[src/rtl/spi_register_bank.sv]
// SPI-slave register file (mode 0, MSB first) with burst auto-increment and a local access port.
// Define SPI_REG_WRITE_PROTECT_EN to make addresses >= RO_BASE read-only from the SPI side.
module spi_register_bank #(
  parameter int unsigned ADDR_WIDTH = 7,
  parameter int unsigned DATA_WIDTH = 8,
  parameter int unsigned RO_BASE    = 2 ** (ADDR_WIDTH - 1)
) (
  input  logic                  clock_in,
  input  logic                  reset_in,
  input  logic                  spi_select_in,
  input  logic                  spi_clock_in,
  input  logic                  spi_data_in,
  output logic                  spi_data_out,
  input  logic [ADDR_WIDTH-1:0] local_addr_in,
  input  logic                  local_wr_en_in,
  input  logic [DATA_WIDTH-1:0] local_wr_data_in,
  output logic [DATA_WIDTH-1:0] local_rd_data_out,
  output logic                  spi_wr_strobe_out,
  output logic [ADDR_WIDTH-1:0] spi_wr_addr_out,
  output logic                  spi_busy_out
);

  localparam int unsigned NUM_REGS = 2 ** ADDR_WIDTH;
  localparam int unsigned CmdBits  = ADDR_WIDTH + 1;
  localparam int unsigned ShW      = (CmdBits > DATA_WIDTH) ? CmdBits : DATA_WIDTH;
  localparam int unsigned CntW     = $clog2(ShW);

`ifdef SPI_REG_WRITE_PROTECT_EN
  localparam bit WriteProtect = 1'b1;
`else
  localparam bit WriteProtect = 1'b0;
`endif

  typedef enum logic [1:0] {StIdle, StCmd, StWrite, StRead} state_e;

  state_e                state_q, state_d;
  logic [1:0]            sel_sync_q, sck_sync_q, mosi_sync_q;
  logic                  sck_prev_q;
  logic                  armed_q;
  logic [CntW-1:0]       cnt_q, cnt_d;
  logic [ShW-2:0]        rx_q, rx_d;
  logic [DATA_WIDTH-1:0] tx_q, tx_d;
  logic [ADDR_WIDTH-1:0] addr_q, addr_d;
  logic                  miso_q, miso_d;
  logic                  commit_q, commit_d;
  logic [ADDR_WIDTH-1:0] commit_addr_q, commit_addr_d;
  logic [DATA_WIDTH-1:0] commit_data_q, commit_data_d;
  logic [DATA_WIDTH-1:0] regs_q [NUM_REGS];

  logic                  sel_s, sck_s, mosi_s, sck_rise, sck_fall, spi_writable;
  logic [ShW-1:0]        rx_word;
  logic [DATA_WIDTH-1:0] rd_word;

  assign sel_s    = sel_sync_q[1];
  assign sck_s    = sck_sync_q[1];
  assign mosi_s   = mosi_sync_q[1];
  assign sck_rise = sck_s & ~sck_prev_q;
  assign sck_fall = ~sck_s & sck_prev_q;
  assign rx_word  = {rx_q, mosi_s};
  assign rd_word  = regs_q[addr_q];

  assign spi_writable = !WriteProtect || (32'(addr_q) < RO_BASE);

  // armed_q blocks a frame until select has been seen high after reset.
  always_ff @(posedge clock_in or posedge reset_in) begin
    if (reset_in) begin
      sel_sync_q  <= '0;
      sck_sync_q  <= '0;
      mosi_sync_q <= '0;
      sck_prev_q  <= 1'b0;
      armed_q     <= 1'b0;
    end else begin
      sel_sync_q  <= {sel_sync_q[0], spi_select_in};
      sck_sync_q  <= {sck_sync_q[0], spi_clock_in};
      mosi_sync_q <= {mosi_sync_q[0], spi_data_in};
      sck_prev_q  <= sck_s;
      armed_q     <= armed_q | sel_s;
    end
  end

  always_ff @(posedge clock_in or posedge reset_in) begin
    if (reset_in) begin
      state_q       <= StIdle;
      cnt_q         <= '0;
      rx_q          <= '0;
      tx_q          <= '0;
      addr_q        <= '0;
      miso_q        <= 1'b0;
      commit_q      <= 1'b0;
      commit_addr_q <= '0;
      commit_data_q <= '0;
    end else begin
      state_q       <= state_d;
      cnt_q         <= cnt_d;
      rx_q          <= rx_d;
      tx_q          <= tx_d;
      addr_q        <= addr_d;
      miso_q        <= miso_d;
      commit_q      <= commit_d;
      commit_addr_q <= commit_addr_d;
      commit_data_q <= commit_data_d;
    end
  end

  always_comb begin
    state_d       = state_q;
    cnt_d         = cnt_q;
    rx_d          = rx_q;
    tx_d          = tx_q;
    addr_d        = addr_q;
    miso_d        = 1'b0;
    commit_d      = 1'b0;
    commit_addr_d = commit_addr_q;
    commit_data_d = commit_data_q;

    if ((state_q != StIdle) && sel_s) begin
      // Frame aborted: any partially shifted word is simply dropped.
      state_d = StIdle;
      cnt_d   = '0;
    end else begin
      unique case (state_q)
        StIdle: begin
          cnt_d = '0;
          rx_d  = '0;
          if (!sel_s && armed_q) state_d = StCmd;
        end
        StCmd: begin
          if (sck_rise) begin
            rx_d = rx_word[ShW-2:0];
            if (cnt_q == CntW'(CmdBits - 1)) begin
              cnt_d   = '0;
              addr_d  = rx_word[ADDR_WIDTH-1:0];
              state_d = rx_word[ADDR_WIDTH] ? StRead : StWrite;
            end else begin
              cnt_d = cnt_q + CntW'(1);
            end
          end
        end
        StWrite: begin
          if (sck_rise) begin
            rx_d = rx_word[ShW-2:0];
            if (cnt_q == CntW'(DATA_WIDTH - 1)) begin
              cnt_d  = '0;
              addr_d = addr_q + ADDR_WIDTH'(1);
              if (spi_writable) begin
                commit_d      = 1'b1;
                commit_addr_d = addr_q;
                commit_data_d = rx_word[DATA_WIDTH-1:0];
              end
            end else begin
              cnt_d = cnt_q + CntW'(1);
            end
          end
        end
        StRead: begin
          miso_d = miso_q;
          if (sck_fall) begin
            if (cnt_q == '0) begin
              // Word is captured here, so later local writes cannot corrupt it.
              tx_d   = {rd_word[DATA_WIDTH-2:0], 1'b0};
              miso_d = rd_word[DATA_WIDTH-1];
              addr_d = addr_q + ADDR_WIDTH'(1);
              cnt_d  = CntW'(1);
            end else begin
              tx_d   = {tx_q[DATA_WIDTH-2:0], 1'b0};
              miso_d = tx_q[DATA_WIDTH-1];
              cnt_d  = (cnt_q == CntW'(DATA_WIDTH - 1)) ? '0 : cnt_q + CntW'(1);
            end
          end
        end
        default: state_d = StIdle;
      endcase
    end
  end

  // SPI commit is assigned last so it wins a same-address collision.
  always_ff @(posedge clock_in or posedge reset_in) begin
    if (reset_in) begin
      for (int unsigned i = 0; i < NUM_REGS; i++) regs_q[i] <= '0;
    end else begin
      if (local_wr_en_in) regs_q[local_addr_in] <= local_wr_data_in;
      if (commit_q) regs_q[commit_addr_q] <= commit_data_q;
    end
  end

  assign local_rd_data_out = regs_q[local_addr_in];
  assign spi_data_out      = miso_q & (state_q == StRead);
  assign spi_wr_strobe_out = commit_q;
  assign spi_wr_addr_out   = commit_addr_q;
  assign spi_busy_out      = armed_q & ~sel_s;

endmodule

[config.mk]
export PLATFORM = sky130hd
export DESIGN_NAME = spi_register_bank
export DESIGN_NICKNAME = d
export VERILOG_FILES = /design/src/rtl/spi_register_bank.sv
export SDC_FILE = /design/constraint.sdc
export NUM_CORES = 2
export LEC_CHECK = 0
export BUFFER_PORTS_ARGS = -buffer_cell sky130_fd_sc_hd__buf_2
export CAP_MARGIN = 20
export CORE_MARGIN = 10
export CORE_UTILIZATION = 35
export DETAILED_ROUTE_END_ITERATION = 10
export PLACE_DENSITY_LB_ADDON = 0.3
export SLEW_MARGIN = 20
export SYNTH_ARGS = -nofsm -noshare
export SYNTH_HDL_FRONTEND = slang
export SYNTH_SLANG_ARGS = --single-unit
[constraint.sdc]
create_clock -name clock_in -period 39.9 [get_ports clock_in]
set_clock_uncertainty 0.05 [all_clocks]
set_input_delay 3.99 -clock clock_in [delete_from_list [all_inputs] [get_ports clock_in]]
set_output_delay 3.99 -clock clock_in [all_outputs]
set_load 0.02 [all_outputs]
==> qor.csv <==
stage,metric,value,unit
place,port_buffers,38,
floorplanning,start_util,35.1,%
global_route,global_route.usage.total,26.3,%
job,max_cap_violations,0,
power_and_ir_drop,leakage,27.5,nW
global_route,first_global_vias,53424,
drt,ant_nets,0,
sta,worst_slew_margin_rel,18.9,%
worst_setup_path,setup.worst_path.class,primary input to output port,
sta,hold_viol,0,
worst_setup_path,endpoint_kind,output port,
synthesis,yosys_register_bits,1075,
floorplanning,fp.dieArea,203000,µm²
clock_network,h-tree-depth,3,
worst_setup_path,path_max_fanout,45,
floorplanning,design.core.area,185000,µm²
floorplanning,die_height,451,µm
global_route,antenna_found_initial,17,
drt,first_iter_violations,8994,
synthesis,synthCells,6680,
drt,via_count,57062,
synthesis,post_synthesis_cell_area,64900,µm²
clock_network,cts_tree,yes,
clock_network,ctsRootBufferMaster,sky130_fd_sc_hd__clkbuf_16,
worst_setup_path,regToRegSetupSlack,34.86,ns
clock_network,clock_slew_at_the_register_clock_pins_of_the_worst_setup_and_hold_paths,0.06,ns
sta,setup_slack,26.55,ns
place,gp_congestion,0.997,
final_layout,seq_area,26900,µm²
global_route,grt_max_degree,144,
floorplanning,design.portCount,39,
synthesis,yosys_warnings,0,
synthesis,synth_fp_nets,6710,
clock_network,post_cts.resized_instances,0,
synthesis,synth_async_sr_flop_share,100,%
power_and_ir_drop,p_per_area,45.7,nW/µm²
sta,final.period_utilization,33.5,%
sta,fmax,74.9,MHz
drt,firstDrtPassIters,10,
clock_network,latest_clock_arrival_within_the_worst_skew_pair,0.80,ns
place,dpl.hpwl,179,mm
sta,fin_setup_tns,0,ns
drt,count_of_unresolved_drc_violations_after_routing,0,
global_route,global_route.overflow_total,0,
clock_network,clk_path_buf_depth,3,
final_layout,drive_above_1_share,11.0,%
clock_network,cts_inserted_buffers,119,
final_layout,final_core_util,38.3,%
worst_setup_path,timing.critical_path.arrival,9.31,ns
clock_network,cts_hold_buf,0,
synthesis,post_synth.cell_area_avg,9.72,µm²
floorplanning,floorplan.rows,158,
sta,finalWorstPathRequiredPeriod,13.35,ns
drt,drt_via_density,6.39,
synthesis,synth.yosys.seq_area_share,41.4,%
clock_network,post_cts_buffers,0,
synthesis,synth-main-ff-cell,sky130_fd_sc_hd__dfrtp_1,
sta,tightest_slew,1.21,ns
worst_setup_path,worst_setup_path_start_kind,primary input,
sta,final-max-slew-violation-count,0,
drt,postRouteWirelength,280,mm
synthesis,synthDistinctLibCells,72,
drt,post_drt_wl_per_cell,31.4,µm
synthesis,synth_top_cell_by_area,sky130_fd_sc_hd__dfrtp_1,
worst_hold_path,holdCritPathClass,register to register,
sta,holdWs,0.296,ns
final_layout,fillCellCount,18204,
power_and_ir_drop,vdd_ir_drop_max,0.0000461,V
place,place_ws,26.88,ns
synthesis,synthTopCellsByCount,"sky130_fd_sc_hd__mux2i_1 (1149), sky130_fd_sc_hd__dfrtp_1 (1075), sky130_fd_sc_hd__nand2_1 (987), sky130_fd_sc_hd__o21ai_0 (754), sky130_fd_sc_hd__nor2_1 (460)",
synthesis,post-synth-top-count-cell,sky130_fd_sc_hd__mux2i_1,
final_layout,finish.net_count,6376,
synthesis,synth_top_area_share,41.4,%
worst_setup_path,worst-endpoint-required,35.86,ns
sta,rsz0062_at_grt,false,
clock_network,clock_sinks,1075,
synthesis,synthTopCellsByArea,"sky130_fd_sc_hd__dfrtp_1 (41%), sky130_fd_sc_hd__mux2i_1 (18%), sky130_fd_sc_hd__mux4_2 (7.4%), sky130_fd_sc_hd__o21ai_0 (5.8%), sky130_fd_sc_hd__nand2_1 (5.7%)",
global_route,grt_first_pass_wirelength,401,mm
synthesis,synth_edf_count,0,
final_layout,area_of_combinational_cells_with_multiple_inputs,35400,µm²
final_layout,synthToLayoutAreaGrowth,9.13,%
outcome,outcome,"complete, no violations",
floorplanning,die_x,451,µm
sta,setup_viol_count_final,0,
[power breakdown]
group          internal (mW)  switching [mW]  total [mW]
sequential              1.18           0.124        1.30
combinational          0.286           0.478       0.764
clock                  0.666           0.505        1.17
total                   2.13            1.11        3.24
[worst max-delay path, stage by stage]
cell,delay (ns)
sky130_fd_sc_hd__buf_2,0.53
sky130_fd_sc_hd__nor3b_4,0.64
sky130_fd_sc_hd__buf_4,0.71
sky130_fd_sc_hd__buf_4,0.68
sky130_fd_sc_hd__buf_4,0.67
sky130_fd_sc_hd__a22oi_1,0.19
sky130_fd_sc_hd__a41oi_1,0.59
sky130_fd_sc_hd__nor4_1,0.25
sky130_fd_sc_hd__nand3_1,0.32
sky130_fd_sc_hd__a221o_1,0.33
sky130_fd_sc_hd__buf_2,0.23
[through the flow]
step           area, µm²  power [mW]  instances
5_1_grt            70800        3.32       8922
6_report           70900        3.24       8926
4_1_cts            70700        3.21       8916
3_5_place_dp       66700        2.05       8700
3_3_place_gp       66600        2.04       8699
2_1_floorplan      64900        1.78       6680
[layer usage]
| metal | GRT usage (%) | vias up | wire length (µm) |
|---|---|---|---|
| li1 | - | 23935 | - |
| met1 | 34.1 | 28033 | 106000 |
| met2 | 38.7 | 4169 | 120000 |
| met3 | 8.21 | 903 | 35600 |
| met4 | 14.9 | 22 | 18500 |
| met5 | 0.0710 | - | 146 |
[area by class of cell]
type / count / area share (%)
antenna: 5 / 0.0177
clock buffer: 175 / 4.95
clock inverter: 41 / 0.777
inverter: 12 / 0.0742
multi-input combinational: 4971 / 49.9
sequential: 1075 / 38.0
tap: 2480 / 4.38
timing repair buffer: 167 / 1.82
[final timing paths]
| kind | from | end | cells after the start |
|---|---|---|---|
| min reg2reg | sck_sync_q[0] | sck_sync_q[1] | 0 |
| min | sck_sync_q[0] | sck_sync_q[1] | 0 |
| max in group asynchronous | reset_in | regs_q[91] | 7 |
| max reg2reg | addr_q[0] | tx_q[6] | 8 |
| min in group asynchronous | reset_in | regs_q[901] | 2 |
| max | local_addr_in[2] | local_rd_data_out[3] | 11 |
[cell usage in the layout (no fill, tap or decap), types with 17 or more instances in the layout]
cell type and instances:
sky130_fd_sc_hd__nor2b_1 22, sky130_fd_sc_hd__clkbuf_8 30, sky130_fd_sc_hd__a22oi_1 329, sky130_fd_sc_hd__o21ai_0 754, sky130_fd_sc_hd__mux2_2 25, sky130_fd_sc_hd__buf_4 128, sky130_fd_sc_hd__nor2_2 60, sky130_fd_sc_hd__nand2b_1 17
sky130_fd_sc_hd__nand3_1 45, sky130_fd_sc_hd__nand2_1 987, sky130_fd_sc_hd__a222oi_1 29, sky130_fd_sc_hd__clkinv_2 19, sky130_fd_sc_hd__a31oi_1 49, sky130_fd_sc_hd__a21oi_1 376, sky130_fd_sc_hd__a221oi_1 92, sky130_fd_sc_hd__clkbuf_1 25
sky130_fd_sc_hd__dfrtp_1 1062, sky130_fd_sc_hd__nand4_1 59, sky130_fd_sc_hd__nor2_1 429, sky130_fd_sc_hd__o22ai_1 51, sky130_fd_sc_hd__mux2i_1 1149, sky130_fd_sc_hd__buf_2 29, sky130_fd_sc_hd__clkbuf_16 120, sky130_fd_sc_hd__mux4_2 214
sky130_fd_sc_hd__nor3_1 22, sky130_fd_sc_hd__a211oi_1 20, sky130_fd_sc_hd__a22o_1 69
[logic make-up after synthesis]
kind of cell	Yosys count	synth area share, %
AO/OA/AOI/OAI	1853	17.4
multiplexers	1390	25.7
AND/OR/NAND/NOR	1719	11.1
buffers and inverters	634	4.27
adder cells (fa/ha/maj)	9	0.173
flip-flops	1075	41.4
[sequential cells by signal (all words and copies together), names as in the netlist, 2 cells and up]
register / cells
cnt_q: 3
rx_q: 7
state_q: 2
commit_data_q: 8
regs_q: 1024
sel_sync_q: 2
mosi_sync_q: 2
tx_q: 7
spi_wr_addr_out: 7
sck_sync_q: 2
addr_q: 7
Power figures use the tool's default switching activity.
